<file path="config.mk">
export PLATFORM = sky130hd
export DESIGN_NAME = mc_ctrl
export DESIGN_NICKNAME = d
export VERILOG_FILES = /design/src/rtl/mc_ctrl.sv
export SDC_FILE = /design/constraint.sdc
export NUM_CORES = 1
export LEC_CHECK = 0
export ABC_CLOCK_PERIOD_IN_PS = 3000
export CAP_MARGIN = 20
export CELL_PAD_IN_SITES_DETAIL_PLACEMENT = 1
export CELL_PAD_IN_SITES_GLOBAL_PLACEMENT = 2
export CORE_MARGIN = 2
export CORE_UTILIZATION = 26
export CTS_BUF_LIST = sky130_fd_sc_hd__clkbuf_16
export DETAILED_ROUTE_END_ITERATION = 7
export GPL_TIMING_DRIVEN = 0
export PLACE_DENSITY_LB_ADDON = 0.12
export SYNTH_ARGS = -nofsm -noshare
export SYNTH_HDL_FRONTEND = slang
export SYNTH_SLANG_ARGS = --single-unit
</file>
<file path="constraint.sdc">
create_clock -name clk -period 3 [get_ports clk]
set_input_delay 0.45 -clock clk [delete_from_list [all_inputs] [get_ports clk]]
set_output_delay 0.45 -clock clk [all_outputs]
set_load 0.05 [all_outputs]
</file>
<file path="src/rtl/mc_ctrl.sv">
// Multi-cycle RV32I control FSM: sequences fetch/decode/execute/memory/writeback
// over a shared memory, counts retired instructions and latches illegal-op traps.
module mc_ctrl #(
  parameter int RETIRE_W = 32
) (
  input  logic                clk,
  input  logic                rst,
  input  logic [6:0]          Op,
  input  logic [6:0]          Funct7,
  input  logic [2:0]          Funct3,
  input  logic                Zero,
  input  logic                mem_ready,
  output logic                PCWrite,
  output logic                IRWrite,
  output logic                IorD,
  output logic                MemRead,
  output logic                MemWrite,
  output logic                RegWrite,
  output logic                ALUSrc,
  output logic [5:0]          EXTOp,
  output logic [4:0]          ALUOp,
  output logic [4:0]          NPCOp,
  output logic [1:0]          WDSel,
  output logic                trap,
  output logic [RETIRE_W-1:0] retired
);

  localparam logic [6:0] OP_R   = 7'b0110011;
  localparam logic [6:0] OP_I   = 7'b0010011;
  localparam logic [6:0] OP_LW  = 7'b0000011;
  localparam logic [6:0] OP_SW  = 7'b0100011;
  localparam logic [6:0] OP_LUI = 7'b0110111;
  localparam logic [6:0] OP_BEQ = 7'b1100011;

  localparam logic [5:0] EXT_NONE = 6'b000000;
  localparam logic [5:0] EXT_I    = 6'b010000;
  localparam logic [5:0] EXT_S    = 6'b001000;
  localparam logic [5:0] EXT_B    = 6'b000100;
  localparam logic [5:0] EXT_U    = 6'b000010;

  localparam logic [4:0] ALU_NOP = 5'b00000;
  localparam logic [4:0] ALU_LUI = 5'b00001;
  localparam logic [4:0] ALU_ADD = 5'b00011;
  localparam logic [4:0] ALU_SUB = 5'b00100;
  localparam logic [4:0] ALU_XOR = 5'b01100;
  localparam logic [4:0] ALU_OR  = 5'b01101;
  localparam logic [4:0] ALU_AND = 5'b01110;
  localparam logic [4:0] ALU_SLL = 5'b01111;
  localparam logic [4:0] ALU_SRL = 5'b10000;
  localparam logic [4:0] ALU_SRA = 5'b10001;

  localparam logic [4:0] NPC_PLUS4  = 5'b00000;
  localparam logic [4:0] NPC_BRANCH = 5'b00001;

  localparam logic [1:0] WD_ALU = 2'b00;
  localparam logic [1:0] WD_MEM = 2'b01;

  localparam logic [RETIRE_W-1:0] RETIRE_ONE = RETIRE_W'(1'b1);

  typedef enum logic [3:0] {
    FETCH  = 4'd0,
    DECODE = 4'd1,
    EXEC   = 4'd2,
    ALUWB  = 4'd3,
    MEMADR = 4'd4,
    MEMRD  = 4'd5,
    MEMWB  = 4'd6,
    MEMWR  = 4'd7,
    BRANCH = 4'd8,
    TRAP   = 4'd9
  } state_t;

  typedef enum logic [2:0] {
    C_R    = 3'd0,
    C_ADDI = 3'd1,
    C_LW   = 3'd2,
    C_SW   = 3'd3,
    C_LUI  = 3'd4,
    C_BEQ  = 3'd5,
    C_ILL  = 3'd6
  } cls_t;

  state_t                state_q, state_d;
  logic                  trap_q, trap_d;
  logic [RETIRE_W-1:0]   retired_q, retired_d;

  cls_t                  cls;
  logic                  r_legal;
  logic [4:0]            r_aluop;
  logic                  retire_inc;

  logic                  pc_write_s, ir_write_s, iord_s, mem_read_s, mem_write_s;
  logic                  reg_write_s, alu_src_s;
  logic [5:0]            ext_op_s;
  logic [4:0]            alu_op_s, npc_op_s;
  logic [1:0]            wd_sel_s;

  // Returns {legal, aluop} for an R-type funct7/funct3 pair.
  function automatic logic [5:0] r_decode(input logic [6:0] f7, input logic [2:0] f3);
    case ({f7, f3})
      10'b0000000_000: r_decode = {1'b1, ALU_ADD};
      10'b0100000_000: r_decode = {1'b1, ALU_SUB};
      10'b0000000_001: r_decode = {1'b1, ALU_SLL};
      10'b0000000_100: r_decode = {1'b1, ALU_XOR};
      10'b0000000_101: r_decode = {1'b1, ALU_SRL};
      10'b0100000_101: r_decode = {1'b1, ALU_SRA};
      10'b0000000_110: r_decode = {1'b1, ALU_OR};
      10'b0000000_111: r_decode = {1'b1, ALU_AND};
      default:         r_decode = {1'b0, ALU_NOP};
    endcase
  endfunction

  // Classify the instruction held in IR.
  always_comb begin
    {r_legal, r_aluop} = r_decode(Funct7, Funct3);
    cls = C_ILL;
    case (Op)
      OP_R:    if (r_legal) cls = C_R; else cls = C_ILL;
      OP_I:    if (Funct3 == 3'b000) cls = C_ADDI; else cls = C_ILL;
      OP_LW:   if (Funct3 == 3'b010) cls = C_LW; else cls = C_ILL;
      OP_SW:   if (Funct3 == 3'b010) cls = C_SW; else cls = C_ILL;
      OP_LUI:  cls = C_LUI;
      OP_BEQ:  if (Funct3 == 3'b000) cls = C_BEQ; else cls = C_ILL;
      default: cls = C_ILL;
    endcase
  end

  // Moore control decode; only FETCH (mem_ready) and BRANCH (Zero) look at inputs.
  always_comb begin
    pc_write_s  = 1'b0;
    ir_write_s  = 1'b0;
    iord_s      = 1'b0;
    mem_read_s  = 1'b0;
    mem_write_s = 1'b0;
    reg_write_s = 1'b0;
    alu_src_s   = 1'b0;
    ext_op_s    = EXT_NONE;
    alu_op_s    = ALU_NOP;
    npc_op_s    = NPC_PLUS4;
    wd_sel_s    = WD_ALU;
    case (state_q)
      FETCH: begin
        iord_s     = 1'b0;
        mem_read_s = 1'b1;
        if (mem_ready) begin
          ir_write_s = 1'b1;
          pc_write_s = 1'b1;
          npc_op_s   = NPC_PLUS4;
        end else begin
          ir_write_s = 1'b0;
          pc_write_s = 1'b0;
        end
      end
      EXEC, ALUWB: begin
        case (cls)
          C_R: begin
            alu_src_s = 1'b0;
            alu_op_s  = r_aluop;
          end
          C_ADDI: begin
            alu_src_s = 1'b1;
            ext_op_s  = EXT_I;
            alu_op_s  = ALU_ADD;
          end
          C_LUI: begin
            alu_src_s = 1'b1;
            ext_op_s  = EXT_U;
            alu_op_s  = ALU_LUI;
          end
          default: alu_op_s = ALU_NOP;
        endcase
        if (state_q == ALUWB) begin
          reg_write_s = 1'b1;
          wd_sel_s    = WD_ALU;
        end else begin
          reg_write_s = 1'b0;
        end
      end
      // Address generation controls stay up through the memory access.
      MEMADR, MEMRD, MEMWR: begin
        alu_src_s = 1'b1;
        alu_op_s  = ALU_ADD;
        if (cls == C_SW) ext_op_s = EXT_S; else ext_op_s = EXT_I;
        if (state_q == MEMRD) begin
          iord_s     = 1'b1;
          mem_read_s = 1'b1;
        end else if (state_q == MEMWR) begin
          iord_s      = 1'b1;
          mem_write_s = 1'b1;
        end else begin
          iord_s = 1'b0;
        end
      end
      MEMWB: begin
        reg_write_s = 1'b1;
        wd_sel_s    = WD_MEM;
      end
      BRANCH: begin
        alu_src_s = 1'b0;
        alu_op_s  = ALU_SUB;
        ext_op_s  = EXT_B;
        if (Zero) begin
          pc_write_s = 1'b1;
          npc_op_s   = NPC_BRANCH;
        end else begin
          pc_write_s = 1'b0;
        end
      end
      default: pc_write_s = 1'b0;
    endcase
  end

  // Outputs are held at zero while reset is asserted.
  always_comb begin
    if (rst) begin
      PCWrite  = 1'b0;
      IRWrite  = 1'b0;
      IorD     = 1'b0;
      MemRead  = 1'b0;
      MemWrite = 1'b0;
      RegWrite = 1'b0;
      ALUSrc   = 1'b0;
      EXTOp    = EXT_NONE;
      ALUOp    = ALU_NOP;
      NPCOp    = NPC_PLUS4;
      WDSel    = WD_ALU;
      trap     = 1'b0;
      retired  = '0;
    end else begin
      PCWrite  = pc_write_s;
      IRWrite  = ir_write_s;
      IorD     = iord_s;
      MemRead  = mem_read_s;
      MemWrite = mem_write_s;
      RegWrite = reg_write_s;
      ALUSrc   = alu_src_s;
      EXTOp    = ext_op_s;
      ALUOp    = alu_op_s;
      NPCOp    = npc_op_s;
      WDSel    = wd_sel_s;
      trap     = trap_q;
      retired  = retired_q;
    end
  end

  // Next state, trap latch and retire strobe.
  always_comb begin
    state_d    = state_q;
    trap_d     = trap_q;
    retire_inc = 1'b0;
    case (state_q)
      FETCH:  if (mem_ready) state_d = DECODE; else state_d = FETCH;
      DECODE: begin
        case (cls)
          C_R, C_ADDI, C_LUI: state_d = EXEC;
          C_LW, C_SW:         state_d = MEMADR;
          C_BEQ:              state_d = BRANCH;
          default: begin
            state_d = TRAP;
            trap_d  = 1'b1;
          end
        endcase
      end
      EXEC:   state_d = ALUWB;
      ALUWB: begin
        state_d    = FETCH;
        retire_inc = 1'b1;
      end
      MEMADR: if (cls == C_SW) state_d = MEMWR; else state_d = MEMRD;
      MEMRD:  if (mem_ready) state_d = MEMWB; else state_d = MEMRD;
      MEMWB: begin
        state_d    = FETCH;
        retire_inc = 1'b1;
      end
      MEMWR: begin
        if (mem_ready) begin
          state_d    = FETCH;
          retire_inc = 1'b1;
        end else begin
          state_d = MEMWR;
        end
      end
      BRANCH: begin
        state_d    = FETCH;
        retire_inc = 1'b1;
      end
      TRAP: begin
        state_d = TRAP;
        trap_d  = 1'b1;
      end
      default: state_d = FETCH;
    endcase
    if (retire_inc) retired_d = retired_q + RETIRE_ONE; else retired_d = retired_q;
  end

  // State registers with synchronous reset.
  always_ff @(posedge clk) begin
    if (rst) begin
      state_q   <= FETCH;
      trap_q    <= 1'b0;
      retired_q <= '0;
    end else begin
      state_q   <= state_d;
      trap_q    <= trap_d;
      retired_q <= retired_d;
    end
  end

endmodule

</file>
==> metrics.yaml, run 1 <==
yosys:
  ys_warn_count: 0
  ys_seq_area_share_pct: 29.0
  synth_area_per_cell_um2: 7.58
  synth-main-ff-cell: "dfxtp_1"
  synth_xor_area_share_pct: 6.51
  netlist.area_leader.share_pct: 29.0
  async_reset_ff_share_pct: 0
  synth_largest_area_cell: "dfxtp_1"
  synth_commonest_cells: "37 x dfxtp_1, 37 x nor2_1, 34 x nor2b_1, 22 x o21ai_0, 18 x nand3_1"
  ys_ff_latch: 37
  synth_top_family_by_area: "simple AND/OR/NAND/NOR gates"
  synth.distinct_cells: 57
  syn_area_um2: 2550
  muxShareOfSynthArea_pct: 2.15
  synth_fa_ha_area_share_pct: 0.490
  synth_cells: 337
  yosys.area_share.simple_pct: 40.2
  ys_top_cells_by_area: "dfxtp_1 29%, nor2b_1 8.3%, nor2_1 5.4%"
  synth_edf_count: 0
  synth_compound_area_share_pct: 15.1
die:
  die_y_um: 103
  fp-row-count: 36
  core_region_area_um2: 9640
  dieWidth_um: 103
  die_area_um2: 10600
  start_util_pct: 26.5
  ios: 79
timing:
  fin_crit_ps: 2940
  fin_tns_setup_ps: 0
  whs_ps: 515
  tightest_slew_ps: 630
  hold_violations: 0
  finalCritPeriodShare_pct: 98.1
  finalClockSkew_ps: 6.05
  relSlewSlack_pct: 57.8
  rsz0062_at_grt: "yes"
  fmax_mhz: 340
  setup_viol: 0
  maxSlewViolCount: 0
flow_run:
  cap_violations: 0
route:
  drt-total-wl_mm: 8.31
  final_antenna_net_count: 0
  drt_first_pass_iters: 4
  wire_per_inst_um: 14.9
  viasPerCell: 4.85
  drt-initial-drc-count: 52
  drc: 0
  route.vias.total: 2713
layout:
  seqCellArea_um2: 741
  area_delta_synth_final_pct: 47.3
  utilization_pct: 39.0
  nets: 448
  drive_gt1_share_pct: 15.7
  fillerInstances: 1175
  multi_input_area_um2: 1790
  diodes: 0
worst_hold_path:
  min_path_cells: 2
  hp-start: "retired_q[15]"
  hp-class: "reg2reg"
  holdPathEnd: "retired_q[15]"
setup_path:
  crit_type: "in2out"
  worstPathRequired_ps: 2550
  critPathMaxFanout: 5
  arrival_ps: 2490
  start_kind: "input port"
  critPathMaxStageDelay_ps: 440
  rr_endpoint: "retired_q[27]"
  crit_chain: "clkbuf_2 -> or3_4 -> or3_4 -> a211o_4 -> or3_4 -> o21bai_1 -> buf_4"
  slowest_stage: "or3_4"
  r2r_setup_slack_ps: 460
  cp_common_cell: "or3_4"
  reg2reg_from: "state_q[2]"
  critPathCaptureType: "primary output"
  reg2reg_depth: 6
clock_network:
  cts_hold_repair.buffers: 0
  clk_pin_slew_ps: 60
  cts-htree-levels: 2
  cts_made_buffers: 5
  cts_tree: "yes"
  worstSkewPairLatency_ps: 280
  cts_root_buf: "clkbuf_16"
  clock_sinks: 37
  clk_path_buf_depth: 2
global_route:
  overflow: 0
  grt_use_met3_pct: 2.51
  grt_max_degree: 12
  grt_pass1_wl_mm: 13.7
  use_met1_pct: 22.5
  grtUsageMet2_pct: 26.7
  grt_antenna_before_repair: 0
  grt_most_used_layer: "met2"
  grt_pass1_vias: 2720
  track_usage_pct: 16.4
place:
  portBuffers: 70
  place_congestion: 0.759
  post-dp-hpwl_mm: 6.14
power:
  ir_worst_vdd_mv: 0.187
  p_per_area_nw_per_um2: 360
  p_leak_nw: 1.46
run_status:
  outcome: "finished, final reports clean"
==> metrics by stage <==
stage	cell area [um^2]	worst slack, ps	power [mW]	std cells
floorplan	2610	-277	0.681	343
global placement	3480	-1020	0.764	546
detailed placement	3480	-1050	0.765	546
CTS	3710	0.487	1.36	558
global route	3760	-17.2	1.41	559
finish	3760	58.1	1.36	559
==> registers in the layout (all words and copies together), names as in the netlist <==
signal,flops
retired_q,32
state_q,4
trap_q,1
==> cells in the final DEF, fill, tap and decap left out, types with 5 or more instances in the layout <==
cell type / netlist / routed
clkbuf_16: 0 / 5
clkbuf_1: 14 / 9
inv_1: 9 / 9
buf_4: 7 / 14
nor3_1: 12 / 11
nor2b_1: 34 / 34
nand3_1: 18 / 18
dlymetal6s2s_1: 0 / 7
dfxtp_1: 37 / 37
clkbuf_2: 0 / 10
nand2_1: 16 / 16
or3_1: 9 / 8
a21oi_1: 14 / 14
nand4_1: 14 / 14
clkdlybuf4s50_1: 0 / 40
nor2_1: 37 / 36
xor2_1: 13 / 13
dlygate4sd2_1: 0 / 9
o21ai_0: 22 / 22
xnor2_1: 6 / 6
conb_1: 1 / 7
==> power breakdown <==
| group | total [mW] | leakage (nW) | switching, mW | internal (mW) |
|---|---|---|---|---|
| Sequential | 0.510 | 0.299 | 0.0102 | 0.500 |
| Clock | 0.594 | 0.0797 | 0.208 | 0.386 |
| Combinational | 0.252 | 1.08 | 0.163 | 0.0884 |
| Total | 1.36 | 1.46 | 0.381 | 0.975 |
==> cell families after synthesis <==
group,Yosys count
compound gates,59
flops,37
fa+ha+maj,1
xor+xnor,19
other cells,1
buf+inv,34
simple gates,181
mux,5
==> cell type report <==
| type | count | share of cell area [%] |
|---|---|---|
| Buffer | 25 | 3.72 |
| Clock buffer | 5 | 3.32 |
| Clock inverter | 2 | 0.931 |
| Inverter | 9 | 0.898 |
| Multi-Input combinational cell | 272 | 47.6 |
| Sequential cell | 37 | 19.7 |
| Tap cell | 133 | 4.42 |
| Timing Repair Buffer | 76 | 19.4 |
==> worst max path at each step <==
stage	start	end	slack (ps)
floorplan	Funct3[0]	ALUOp[0]	-280
finish	Funct3[2]	ALUOp[0]	60
global route	state_q[2]	ALUOp[0]	-20
CTS	Funct3[2]	ALUOp[0]	0.5
detailed placement	Funct3[1]	ALUOp[3]	-1050
global placement	Funct3[1]	ALUOp[3]	-1020
==> what timing repair did <==
item,in CTS,in global routing
buffers inserted,5,1
gates resized for setup,77,31
endpoints found under the hold margin,0,0
pin swaps,9,7
cloned,0,0
setup endpoints to repair,42,23
==> worst max-delay path, delay by kind of cell <==
family          cells  cell delay (ps)
simple gates        3             1180
buf+inv             2              320
compound gates      2              540
==> routing by layer <==
| layer | up-vias | part of all wire [%] |
|---|---|---|
| li1 | 1360 | - |
| met1 | 1300 | 49 |
| met2 | 46 | 47 |
| met3 | 7 | 2.8 |
| met4 | 0 | 1.2 |
| met5 | - | 0 |
Note: power is estimated with default switching activity, not from simulation.
==> run 2: changes to the inputs <==
HOLD_SLACK_MARGIN = 0.1   (was not set)
==> results of run 2 <==
No change in the layout: final DEF, timing and power equal those of run 1.
